--- src/rtl/lsu_pkg.sv ---
// Shared types for the M-stage load/store sequencer.
// Optional misaligned split support: LSU_MISALIGN_SPLIT_EN.
package lsu_pkg;

  localparam logic [1:0] MODE_BYTE = 2'b00;
  localparam logic [1:0] MODE_HALF = 2'b01;
  localparam logic [1:0] MODE_WORD = 2'b10;

  localparam logic [7:0] MASK_BYTE = 8'h01;
  localparam logic [7:0] MASK_HALF = 8'h03;
  localparam logic [7:0] MASK_WORD = 8'h0f;

  typedef enum logic [1:0] {
    IDLE,
    BEAT0,
    BEAT1,
    DONE
  } state_e;

  function automatic logic [1:0] norm_mode(
    input logic [1:0] m
  );
    return (m == 2'b11) ? MODE_WORD : m;
  endfunction

  // An access is misaligned exactly when it crosses a word boundary.
  function automatic logic is_misaligned(
    input logic [1:0] m,
    input logic [1:0] off
  );
    return ((m == MODE_HALF) && (off == 2'd3)) ||
           ((m == MODE_WORD) && (off != 2'd0));
  endfunction

endpackage

--- src/rtl/lsu_lane_align.sv ---
// Lane shifter: store window, byte enables and load extension.
// Combinational only; mode is expected already normalised.
module lsu_lane_align
  import lsu_pkg::*;
(
  input  logic [1:0]  mode,
  input  logic [1:0]  off,
  input  logic        uns,
  input  logic [31:0] wdata,
  input  logic [31:0] lo,
  input  logic [31:0] hi,
  output logic [7:0]  be,
  output logic [63:0] wide,
  output logic [31:0] ldata
);

  logic [4:0]  sh_amt;
  logic [7:0]  mask;
  logic [63:0] rd64;
  logic [31:0] sh;

  assign sh_amt = {off, 3'b000};
  assign wide   = {32'b0, wdata} << sh_amt;
  assign rd64   = {hi, lo} >> sh_amt;
  assign sh     = rd64[31:0];
  assign be     = mask << off;

  always_comb begin
    mask  = MASK_WORD;
    ldata = sh;
    unique case (1'b1)
      mode == MODE_BYTE: begin
        mask  = MASK_BYTE;
        ldata = {{24{~uns & sh[7]}}, sh[7:0]};
      end
      mode == MODE_HALF: begin
        mask  = MASK_HALF;
        ldata = {{16{~uns & sh[15]}}, sh[15:0]};
      end
      default: begin
        mask  = MASK_WORD;
        ldata = sh;
      end
    endcase
  end

endmodule

--- src/rtl/lsu_sequencer.sv ---
// M-stage load/store sequencer driving a req/ack word bus.
// Define LSU_MISALIGN_SPLIT_EN to split misaligned accesses in two beats.
module lsu_sequencer
  import lsu_pkg::*;
#(
  parameter int unsigned TIMEOUT = 255
) (
  input  logic        clk,
  input  logic        rst_n,
  input  logic        req_valid,
  input  logic        mem_write,
  input  logic [1:0]  mem_mode,
  input  logic        load_unsigned,
  input  logic [31:0] addr,
  input  logic [31:0] wdata,
  output logic        stall,
  output logic        resp_valid,
  output logic [31:0] rdata,
  output logic        misaligned_err,
  output logic        timeout_err,
  output logic        bus_req,
  output logic        bus_we,
  output logic [31:0] bus_addr,
  output logic [3:0]  bus_be,
  output logic [31:0] bus_wdata,
  input  logic        bus_ack,
  input  logic [31:0] bus_rdata
);

  localparam logic [15:0] TO_LAST =
    16'((TIMEOUT == 0) ? 0 : TIMEOUT - 1);

  state_e      state;
  logic        mw_q;
  logic        uns_q;
  logic [1:0]  mode_q;
  logic [1:0]  off_q;
  logic [15:0] cnt;

  logic        idle;
  logic [1:0]  mode_n;
  logic [1:0]  mode_s;
  logic [1:0]  off_s;
  logic        req_mis;
  logic [7:0]  be8;
  logic [63:0] wide;
  logic [31:0] ldata;
  logic [31:0] lo_s;
  logic [31:0] hi_s;
  logic        beat;
  logic        last;
  logic        to_hit;
  logic        done_ok;
  logic        tmo;

`ifdef LSU_MISALIGN_SPLIT_EN
  logic        mis_q;
  logic [3:0]  be_hi_q;
  logic [31:0] wd_hi_q;
  logic [31:0] hold_q;
  logic        next_beat;

  assign last      = (state == BEAT1) || !mis_q;
  assign lo_s      = (state == BEAT1) ? hold_q : bus_rdata;
  assign hi_s      = bus_rdata;
  assign next_beat = beat && bus_ack && !last;
`else
  logic        unused_hi;

  assign last      = 1'b1;
  assign lo_s      = bus_rdata;
  assign hi_s      = 32'b0;
  assign unused_hi = ^{wide[63:32], be8[7:4]};
`endif

  assign idle    = (state == IDLE);
  assign mode_n  = norm_mode(mem_mode);
  assign mode_s  = idle ? mode_n : mode_q;
  assign off_s   = idle ? addr[1:0] : off_q;
  assign req_mis = is_misaligned(mode_n, addr[1:0]);
  assign stall   = idle ? req_valid : (state != DONE);

  assign beat    = ((state == BEAT0) || (state == BEAT1)) && bus_req;
  assign to_hit  = (TIMEOUT != 0) && (cnt == TO_LAST);
  assign done_ok = beat && bus_ack && last;
  assign tmo     = beat && !bus_ack && to_hit;

  lsu_lane_align u_align (
    .mode  (mode_s),
    .off   (off_s),
    .uns   (uns_q),
    .wdata (wdata),
    .lo    (lo_s),
    .hi    (hi_s),
    .be    (be8),
    .wide  (wide),
    .ldata (ldata)
  );

  always_ff @(posedge clk) begin
    if (!rst_n) begin
      state          <= IDLE;
      bus_req        <= 1'b0;
      bus_we         <= 1'b0;
      bus_addr       <= '0;
      bus_be         <= '0;
      bus_wdata      <= '0;
      resp_valid     <= 1'b0;
      rdata          <= '0;
      misaligned_err <= 1'b0;
      timeout_err    <= 1'b0;
      cnt            <= '0;
      mw_q           <= 1'b0;
      uns_q          <= 1'b0;
      mode_q         <= MODE_BYTE;
      off_q          <= '0;
`ifdef LSU_MISALIGN_SPLIT_EN
      mis_q          <= 1'b0;
      be_hi_q        <= '0;
      wd_hi_q        <= '0;
      hold_q         <= '0;
`endif
    end else begin
      unique case (state)
        IDLE: begin
          if (req_valid) begin
            mw_q   <= mem_write;
            uns_q  <= load_unsigned;
            mode_q <= mode_n;
            off_q  <= addr[1:0];
            cnt    <= '0;
`ifdef LSU_MISALIGN_SPLIT_EN
            mis_q   <= req_mis;
            be_hi_q <= be8[7:4];
            wd_hi_q <= wide[63:32];
`else
            if (req_mis) begin
              state          <= DONE;
              resp_valid     <= 1'b1;
              misaligned_err <= 1'b1;
            end else
`endif
            begin
              state     <= BEAT0;
              bus_req   <= 1'b1;
              bus_we    <= mem_write;
              bus_addr  <= {addr[31:2], 2'b00};
              bus_be    <= be8[3:0];
              bus_wdata <= wide[31:0];
            end
          end
        end
        BEAT0, BEAT1: begin
          cnt <= (bus_ack || to_hit) ? '0 : cnt + 16'd1;
        end
        DONE: begin
          state          <= IDLE;
          resp_valid     <= 1'b0;
          rdata          <= '0;
          misaligned_err <= 1'b0;
          timeout_err    <= 1'b0;
        end
        default: state <= IDLE;
      endcase

      // Completion or timeout: release the bus and report.
      if (done_ok || tmo) begin
        state       <= DONE;
        resp_valid  <= 1'b1;
        timeout_err <= tmo;
        rdata       <= (tmo || mw_q) ? '0 : ldata;
        bus_req     <= 1'b0;
        bus_we      <= 1'b0;
        bus_addr    <= '0;
        bus_be      <= '0;
        bus_wdata   <= '0;
      end
`ifdef LSU_MISALIGN_SPLIT_EN
      if (next_beat) begin
        state     <= BEAT1;
        hold_q    <= bus_rdata;
        bus_addr  <= bus_addr + 32'd4;
        bus_be    <= be_hi_q;
        bus_wdata <= wd_hi_q;
      end
`endif
    end
  end

endmodule

--- config.mk ---
export PLATFORM = sky130hd
export DESIGN_NAME = lsu_sequencer
export DESIGN_NICKNAME = d
export VERILOG_FILES = /design/src/rtl/lsu_pkg.sv /design/src/rtl/lsu_lane_align.sv /design/src/rtl/lsu_sequencer.sv
export SDC_FILE = /design/constraint.sdc
export NUM_CORES = 1
export LEC_CHECK = 0
export CAP_MARGIN = 20
export CORE_ASPECT_RATIO = 0.8
export CORE_UTILIZATION = 45
export CTS_CLUSTER_DIAMETER = 200
export DETAILED_ROUTE_END_ITERATION = 8
export GPL_TIMING_DRIVEN = 1
export PLACE_DENSITY = 0.82
export SLEW_MARGIN = 25
export SYNTH_ARGS = -nofsm -noshare
export SYNTH_HDL_FRONTEND = slang
export SYNTH_SLANG_ARGS = --single-unit
--- constraint.sdc ---
create_clock -name clk -period 2.26 [get_ports clk]
set_input_delay 0.565 -clock clk [delete_from_list [all_inputs] [get_ports clk]]
set_output_delay 0.565 -clock clk [all_outputs]
set_load 0.02 [all_outputs]
Word-level counts from Yosys, hierarchy flattened
Index checks and enable logic that the tools add are counted.
Storage, ports and cells
  output and inout port bits: 106
  memories: 0
  latch bits: 0
  ROM bits: 0
  memory bits (writable): 0
  register bits: 127
Cells by class
  divide/modulo/power cells: 0
  $mul: 0
  bitwise logic cells: 5
  muxes and demuxes: 22
  reductions and logical operators: 27
  equal/unequal tests: 14
  add/subtract/negate cells: 1
  order comparisons: 0
  shift operators: 3
Operator list (count)
  2-to-1 mux 32 bit: 3
  one-hot mux 32 bit (2 select lines): 1
  2-to-1 mux 16 bit: 2
  one-hot mux 16 bit (2 select lines): 1
  << shifter 32 x 5 -> 32 bit: 1
  right shift 32 x 5 -> 32 bit: 1
  adder 16 x 1 -> 16 bit (second input constant): 1
  == test 16 x 8 -> 1 bit (second input constant): 1
  2-to-1 mux 2 bit: 6
  == test 2 bit (second input constant): 5
  AND reduction 3 bit: 3
  one-hot mux 4 bit (2 select lines): 1
  nonzero test 2 bit: 4
  == test 2 x 1 -> 1 bit (second input constant): 3
  logical AND 1 bit: 6
  2-to-1 mux 1 bit: 6
  AND reduction 2 bit: 3
  logical OR 1 bit: 5
  logical NOT 2 bit: 2
  != test 2 bit (second input constant): 2
  one-hot mux 2 bit (2 select lines): 1
  OR reduction 2 bit: 2
  << shifter 4 x 2 -> 4 bit: 1
  != test 3 x 1 -> 1 bit (second input constant): 1
  7 further kinds: 10

Depth between registers and ports, before layout
Gate-level depths: netlist of run 1.
  depth in word-level cells: 9
  depth in mapped cells: 10

Modules after synthesis
Synthesis of run 1 repeated with hierarchy kept, for this count alone.
Second synthesis, totals
  cells, all modules: 785
  area, all modules: 6777.8 um^2
By module, submodules not included
  lsu_sequencer: sequential area each 2542.4 um^2, times used 1, cells an instance 543, area an instance 4734.5 um^2
  lsu_lane_align: sequential area each 0.0 um^2, times used 1, cells an instance 242, area an instance 2043.2 um^2

Least setup slack after synthesis of run 1
No wires, ideal clock.
  kind: register to register
  from: register state[0]
  to: register rdata[4]
  stages on the path, launching flop included: 9
  required time: 2.143 ns
  library setup time: 0.117 ns
  period minus slack after synthesis: 1.970 ns
  data arrival time: 1.853 ns
  slack: 0.290 ns
  cell sequence: dfxtp_1 -> inv_1 -> ha_1 -> mux2i_1 -> buf_4 -> buf_4 -> mux2i_1 -> nand2_1 -> a32o_1
On the way
  word-level cells in the longest chain between the ends: 8
  elaborated cells on any way between the ends: 17
  classes of those cells: eq/ne (3); shift (1); mux (4); reduce/logical (9)
Ends and longest elaborated chain
  start, declared: RTL line lsu_sequencer.sv:33  | state_e state;
  start signal, assigned: RTL line lsu_sequencer.sv:102  | state <= IDLE;
  start signal, assigned: RTL line lsu_sequencer.sv:138  | state <= DONE;
  start signal, assigned: RTL line lsu_sequencer.sv:144  | state <= BEAT0;
  parallel branches: the longest is 8 deep, another holds right shift 32 x 5 -> 32 bit
  end signal, assigned: RTL line lsu_sequencer.sv:171  | rdata <= (tmo || mw_q) ? '0 : ldata;
  end, declared: RTL line lsu_sequencer.sv:18  | output logic [31:0] rdata,
Several ways; the timed one is not identified.
A chain may end at the register's enable or synchronous reset.

Worst setup path after layout of run 1
  from: register state[1]
  to: register rdata[28]
On the way
  word-level cells in the longest chain between the ends: 8
  elaborated cells on any way between the ends: 22
  classes of those cells: eq/ne (4); shift (1); mux (5); bitwise (2); reduce/logical (10)
Ends and longest elaborated chain
  parallel branches: the longest is 8 deep, another holds right shift 32 x 5 -> 32 bit
Several ways; the timed one is not identified.

==> reports/qor.yml, run 1 <==
logic_synthesis:
  synth_warnings: 0
  synth_edf_count: 0
  synth_cell_types: 68
  synth.avg_cell_area_um2: 7.990
  synthArstFlopShare_pct: 0
  ys_seq_elements: 127
  seq_area_frac_synth_pct: 42.60
  synth_area_um2: 5968
  syn-instance-count: 747
  synth-main-ff-cell: "dfxtp_1"
critical_path:
  timing.rr.end: "rdata[28]"
  crit_path_end_kind: "register"
  slowest_stage: "dfxtp_1"
  critPathKind: "register to register"
  critPathRequiredTime_ns: 2.56
  cp_cell_sequence: "inv_1 -> ha_1 -> buf_12 -> mux2i_4 -> buf_4 -> buf_12 -> nand4_1 -> o21ai_1 -> o31a_4 -> o21bai_1"
  reg2reg_from: "state[1]"
  startpoint_type: "register"
  path_max_fanout: 16
  cpMostUsedCell: "buf_12"
  arrival_ns: 2.48
  r2r_setup_slack_ns: 0.08
  cpPeakStageDelay_ns: 0.37
  reg2reg_depth: 10
outcome:
  status: "complete, no violations"
floorplan:
  die_area_um2: 13730
  die_w_um: 130.8
  row_count: 37
  die_y_um: 105.0
  core-area_um2: 12920
  pin_count: 210
  initial_utilization_pct: 46.21
detailed_routing:
  dr_wl_met2_um: 8588
  vias_per_cell: 5.444
  ant_nets: 0
  drtIter0Drc: 616
  dr.pass1.iters: 5
  drc: 0
  wl_um: 19140
  wl_met1_um: 8522
  via_count: 6364
  highest_layer: "met4"
  dr_wl_met3_um: 1589
  wl_per_cell_um: 16.37
placed_design:
  gp_congestion: 0.9474
  io_buffers: 207
  placed_cells: 1138
  place_ws_ns: -0.2884
  dp_hpwl_um: 13700
clock_network:
  root_buffer: "clkbuf_16"
  clock_latency_ns: 0.42
  cts_inserted_buffers: 17
  clockBufferDepth: 2
  clk_transition_reported_paths_ns: 0.05
  cts_tree: "done"
  h-tree-depth: 4
  cts_hold_buffers: 0
  clock_sinks: 127
finish:
  layout-drive-gt1-share_pct: 12.07
  diodes: 0
  regArea_um2: 2542
  syn2layout_area_growth_pct: 55.32
  nFillCells: 995
  finalNonFillerCells: 1169
  fin_nets: 1091
  multiInputGateArea_um2: 3182
pwr:
  combPwrFrac_pct: 26.6
  pwr-share-clk_pct: 38.6
  p_total_mw: 6.970
  powerDensity_nw_per_um2: 751.9
  power.internal_mw: 4.972
  peakVddDrop_v: 0.0006600
  p_sw_mw: 1.998
  p_seq_share_pct: 34.9
  swShare_pct: 28.67
  leakage_nw: 3.472
sta:
  setup_viol: 0
  slew_headroom_pct: 63.29
  finalHoldViolCount: 0
  final_max_slew_viol_count: 0
  timing.final.crit_share_pct: 96.38
  skew_ns: 0.005541
  setup_ws_ns: 0.08176
  period_minus_slack_ns: 2.178
  worst_pin_slew_ns: 0.5506
  max_freq_mhz: 459.1
worst_hold_path:
  hp-start: "bus_addr[5]"
  worst_hold_path.num_cells: 2
  hold_path_class: "register to register"
  whs_endpoint: "bus_addr[5]"
global_route:
  grt_max_degree: 69
  grt_pass1_vias: 5912
  antenna_found_initial: 0
  grt_usage_pct: 28.00
  gr-total-overflow: 0
  grt_pass1_wl_um: 29480
job:
  maxCapViolations: 0
## cell usage in the layout, fill, tap and decap left out, types with 8 or more instances in the layout
master	n
dfxtp_1	127
nor2_1	55
nor3_1	19
buf_4	50
a22oi_1	9
nand3_1	37
a21oi_1	99
o2bb2ai_1	8
clkdlybuf4s50_1	206
clkbuf_16	17
xnor2_1	9
buf_12	14
nand2_1	179
a211oi_1	10
o21bai_1	16
mux2i_1	14
## how the worst max path moves through the flow
stage | startpoint | end | slack (ns) | depth (start not counted)
after global placement | mem_mode[1] | rdata[20] | -0.23 | 6
final | state[1] | rdata[28] | 0.08 | 10
after global routing | state[1] | rdata[4] | -0.02 | 9
after CTS | state[0] | rdata[15] | 0.03 | 8
after detailed placement | mem_mode[1] | rdata[28] | -0.29 | 6
after floorplan | state[0] | rdata[4] | 0.29 | 8
## power groups by stage
stage | Clock [mW] | Sequential, mW | Combinational, mW
after floorplan | 0 | 2.59 | 0.811
after global placement | 0 | 2.47 | 1.77
after detailed placement | 0 | 2.48 | 1.79
after CTS | 2.71 | 2.43 | 1.81
after global routing | 2.83 | 2.44 | 1.99
final | 2.69 | 2.43 | 1.85
## worst max-delay path, delay by kind of cell, from the launching register on
family,cells,cell delay [ns]
multiplexers,1,0.22
buffers and inverters,4,0.55
adder cells (fa/ha/maj),1,0.22
flip-flops,1,0.37
AND/OR/NAND/NOR,1,0.09
AO/OA/AOI/OAI,3,0.62
## registers in the layout, summed over array words and instances, names as in the netlist, 2 cells and up
name,cells
bus_addr,30
bus_be,4
bus_wdata,32
cnt,16
mode_q,2
off_q,2
rdata,32
state,2
## Yosys cell counts (4+ instances only)
cell       instances  area share (%)
nand2_1          180              11
dfxtp_1          127              43
a21oi_1           99             8.3
nor2_1            56             3.5
nand3_1           37             3.1
buf_2             22             1.8
mux2i_1           19             3.2
nor3_1            19             1.6
clkbuf_1          17             1.1
o21bai_1          16             2.0
a211oi_1          10             1.3
a221oi_1           9             1.3
a22oi_1            9             1.1
buf_4              9             1.1
xnor2_1            9             1.3
o2bb2ai_1          8             1.2
a32o_1             7             1.2
inv_1              7            0.44
nand4_1            5            0.52
o21ai_0            5            0.42
ha_1               4            0.84
nor2b_1            4            0.42
## logic make-up (layout without fill, tap and decap cells)
kind of cell / count (synthesis) / count (layout) / synth area share, %
AOI/OAI and AO/OA: 187 / 187 / 20.17
xor gates and xnor gates: 12 / 12 / 1.761
adders and majority gates: 4 / 4 / 0.8386
buffers and inverters: 63 / 309 / 5.555
DFF: 127 / 127 / 42.60
muxes: 24 / 24 / 4.256
other: 1 / 2 / 0.06283
and+or+nand+nor: 329 / 329 / 24.76
## per-layer routing
metal | vias to the layer above | track usage [%]
li1 | 3073 | -
met1 | 2949 | 36.84
met2 | 300 | 43.20
met3 | 42 | 7.783
met4 | 0 | 10.59
met5 | - | 0
## cell type report
class | count | share of cell area (%)
clock inverters | 6 | 0.8908
inverters | 8 | 0.3239
flip-flops and latches | 127 | 27.43
multi-input cells | 558 | 34.32
clock buffers | 24 | 5.304
well taps | 175 | 2.362
repair buffers | 271 | 29.37
## metrics by stage
step                 TNS, ns  hold slack [ns]  util [%]  cell area, um^2
floorplan                  0           0.4445         -             5972
global placement      -11.84           0.4386     66.84             8633
detailed placement    -15.22           0.4466     66.84             8633
CTS                        0           0.4541     71.32             9211
global route        -0.01852           0.4786     71.77             9270
finish                     0           0.4520     71.77             9270
## what timing repair did
| item | 4_1_cts | 5_1_grt |
|---|---|---|
| gates resized for setup | 6 | 10 |
| endpoints found under the setup margin | 2 | 23 |
| buffers inserted | 0 | 1 |
Note: power is estimated with default switching activity, not from simulation.
==> inputs of run 2 (changes only) <==
Settings changed: CTS_CLUSTER_DIAMETER 200 to 80.
Clock period 2.26 ns to 2.2 ns, I/O delays scaled along.
==> reports/qor.yml, run 2 (synthesized netlist as in run 1, its figures left out) <==
detailed_routing:
  drtIter0Drc: 420  # -32%
  wl_um: 19760  # +3.2%
  vias_per_cell: 5.480  # +0.65%
  via_count: 6433  # +1.1%
  wl_per_cell_um: 16.83  # +2.8%
  drc: 0  # unchanged
  ant_nets: 0  # unchanged
  dr.pass1.iters: 5  # unchanged
clock_network:
  cts_tree: "done"
  clk_transition_reported_paths_ns: 0.06  # about the same
  clockBufferDepth: 2  # unchanged
  clock_latency_ns: 0.42  # about the same
  cts_hold_buffers: 0  # unchanged
  h-tree-depth: 4  # unchanged
  root_buffer: "clkbuf_16"
  cts_inserted_buffers: 17  # unchanged
  clock_sinks: 127  # unchanged
floorplan:
  core-area_um2: 12920  # unchanged
  row_count: 37  # unchanged
  die_area_um2: 13730  # unchanged
  die_w_um: 130.8  # unchanged
  die_y_um: 105.0  # unchanged
  pin_count: 210  # unchanged
  initial_utilization_pct: 46.21  # unchanged
finish:
  fin_nets: 1094  # +0.27%
  syn2layout_area_growth_pct: 56.69
  reg.largest.list: "bus_wdata (32), rdata (32), bus_addr (30)"
  diodes: 0  # unchanged
  final_common_cell: "clkdlybuf4s50_1"
  layout-drive-gt1-share_pct: 13.91  # +1.8 points
  final_util_pct: 72.40  # +0.63 points
  finalNonFillerCells: 1174  # +0.43%
  mostFrequentLayoutCells: "clkdlybuf4s50_1, nand2_1, dfxtp_1"
critical_path:
  r2r_setup_slack_ns: -0.02  # -0.10 ns
  startpoint_type: "register"
  path_max_fanout: 14  # -2
  reg2reg_depth: 10  # unchanged
  arrival_ns: 2.52  # +0.04 ns
  cp_cell_sequence: "inv_1 -> ha_4 -> buf_12 -> mux2i_4 -> buf_4 -> buf_12 -> nand4_1 -> o21ai_2 -> o31a_4 -> o21bai_4"
  crit_path_end_kind: "register"
  cpPeakStageDelay_ns: 0.41  # +0.04 ns
  critPathRequiredTime_ns: 2.51  # -0.05 ns
  slowest_stage: "o31a_4"
  critPathKind: "register to register"
  cpMostUsedCell: "buf_12"
pwr:
  combPwrFrac_pct: 27.0  # +0.4 points
  powerDensity_nw_per_um2: 771.3  # +2.6%
  swShare_pct: 30.19  # +1.5 points
  p_total_mw: 7.213  # +3.5%
  peakVddDrop_v: 0.0006573  # -0.42%
  p_sw_mw: 2.178  # +9.0%
  pwr-share-clk_pct: 38.4  # -0.2 points
  power.internal_mw: 5.036  # +1.3%
  p_seq_share_pct: 34.6  # -0.3 points
  leakage_nw: 3.481  # +0.25%
placed_design:
  gp_congestion: 0.9284  # -2.0%
  placed_cells: 1137  # -0.088%
  dp_hpwl_um: 13670  # -0.21%
  place_ws_ns: -0.3047  # -0.01637 ns
  io_buffers: 207  # unchanged
global_route:
  grt_pass1_vias: 6061  # +2.5%
  grt_usage_pct: 28.37  # +0.36 points
  gr-total-overflow: 0  # unchanged
  antenna_found_initial: 0  # unchanged
  grt_max_degree: 49  # -29%
  grt_pass1_wl_um: 30220  # +2.5%
worst_hold_path:
  worst_hold_path.num_cells: 2  # unchanged
  hold_path_class: "register to register"
sta:
  setup_viol: 5  # +5
  hold_slack_ns: 0.4484  # -0.003592 ns
  timing.final.crit_share_pct: 100.8  # +4.4 points
  finalHoldViolCount: 0  # unchanged
  final_max_slew_viol_count: 0  # unchanged
  setup_ws_ns: -0.01770  # -0.09946 ns
  rsz0062_at_grt: "yes"
  skew_ns: 0.009989  # +0.004449 ns
  period_minus_slack_ns: 2.218  # +0.03946 ns
  max_freq_mhz: 450.9  # -1.8%
job:
  maxCapViolations: 0  # unchanged
outcome:
  status: "finished, violations left"
  violations: "setup timing"
[run 2: cell count changes in the layout (fill, tap and decap cells not counted), moves of 3 or more]
cell,before,now
clkbuf_1,3,0
clkbuf_8,4,1
clkinvlp_4,1,4
buf_12,14,11
buf_4,50,54
[run 2: final timing paths]
| path | from | endpoint |
|---|---|---|
| worst min-delay path | bus_addr[31] | bus_addr[31] |
| worst max-delay path | state[0] | rdata[22] |
| worst max register to register | state[0] | rdata[22] |
| worst min register to register | bus_addr[31] | bus_addr[31] |
[run 2: worst max-delay path, delay by kind of cell, from the launching register on]
kind | cells | cell delay, ns
compound gates | 3 | 0.71
fa+ha+maj | 1 | 0.18
buf+inv | 4 | 0.53
flops | 1 | 0.34
mux | 1 | 0.21
simple gates | 1 | 0.13
[run 2: layout make-up]
cell class | instances | area, um^2
inverters | 8 | 30.03
well taps | 175 | 219.0
clock buffers | 18 | 439.2
multi-input cells | 560 | 3284
flip-flops and latches | 127 | 2545
clock inverters | 14 | 141.4
fillers | 1008 | 3565
repair buffers | 272 | 2693
[run 2: timing repair]
action | 4_1_cts | 5_1_grt
setup buffers | 0 | 3
setup endpoints to repair | 9 | 44
gates cloned | 0 | 2
gates resized for setup | 10 | 22
hold endpoints to repair | 0 | 0
pin swaps | 1 | 3
[run 2: stage by stage]
| stage | cell area, um^2 | TNS [ns] |
|---|---|---|
| 4_1_cts | 9195 | 0 |
| 3_3_place_gp | 8588 | -11.92 |
| 5_1_grt | 9351 | -0.9818 |
| 3_5_place_dp | 8588 | -15.19 |
| 2_1_floorplan | 5972 | 0 |
| 6_report | 9351 | -0.03603 |
[run 2: layer usage]
metal	track usage [%]	part of all wire, %
met4	9.524	2.3
met1	36.83	44
met5	0	0
met3	8.500	8.7
met2	44.41	45
[run 2: power groups by stage]
stage	Clock [mW]	Sequential (mW)	Combinational, mW
after global routing	2.91	2.51	2.09
after global placement	0	2.54	1.79
after CTS	2.80	2.50	1.84
final	2.77	2.50	1.95
after floorplan	0	2.66	0.833
after detailed placement	0	2.54	1.81
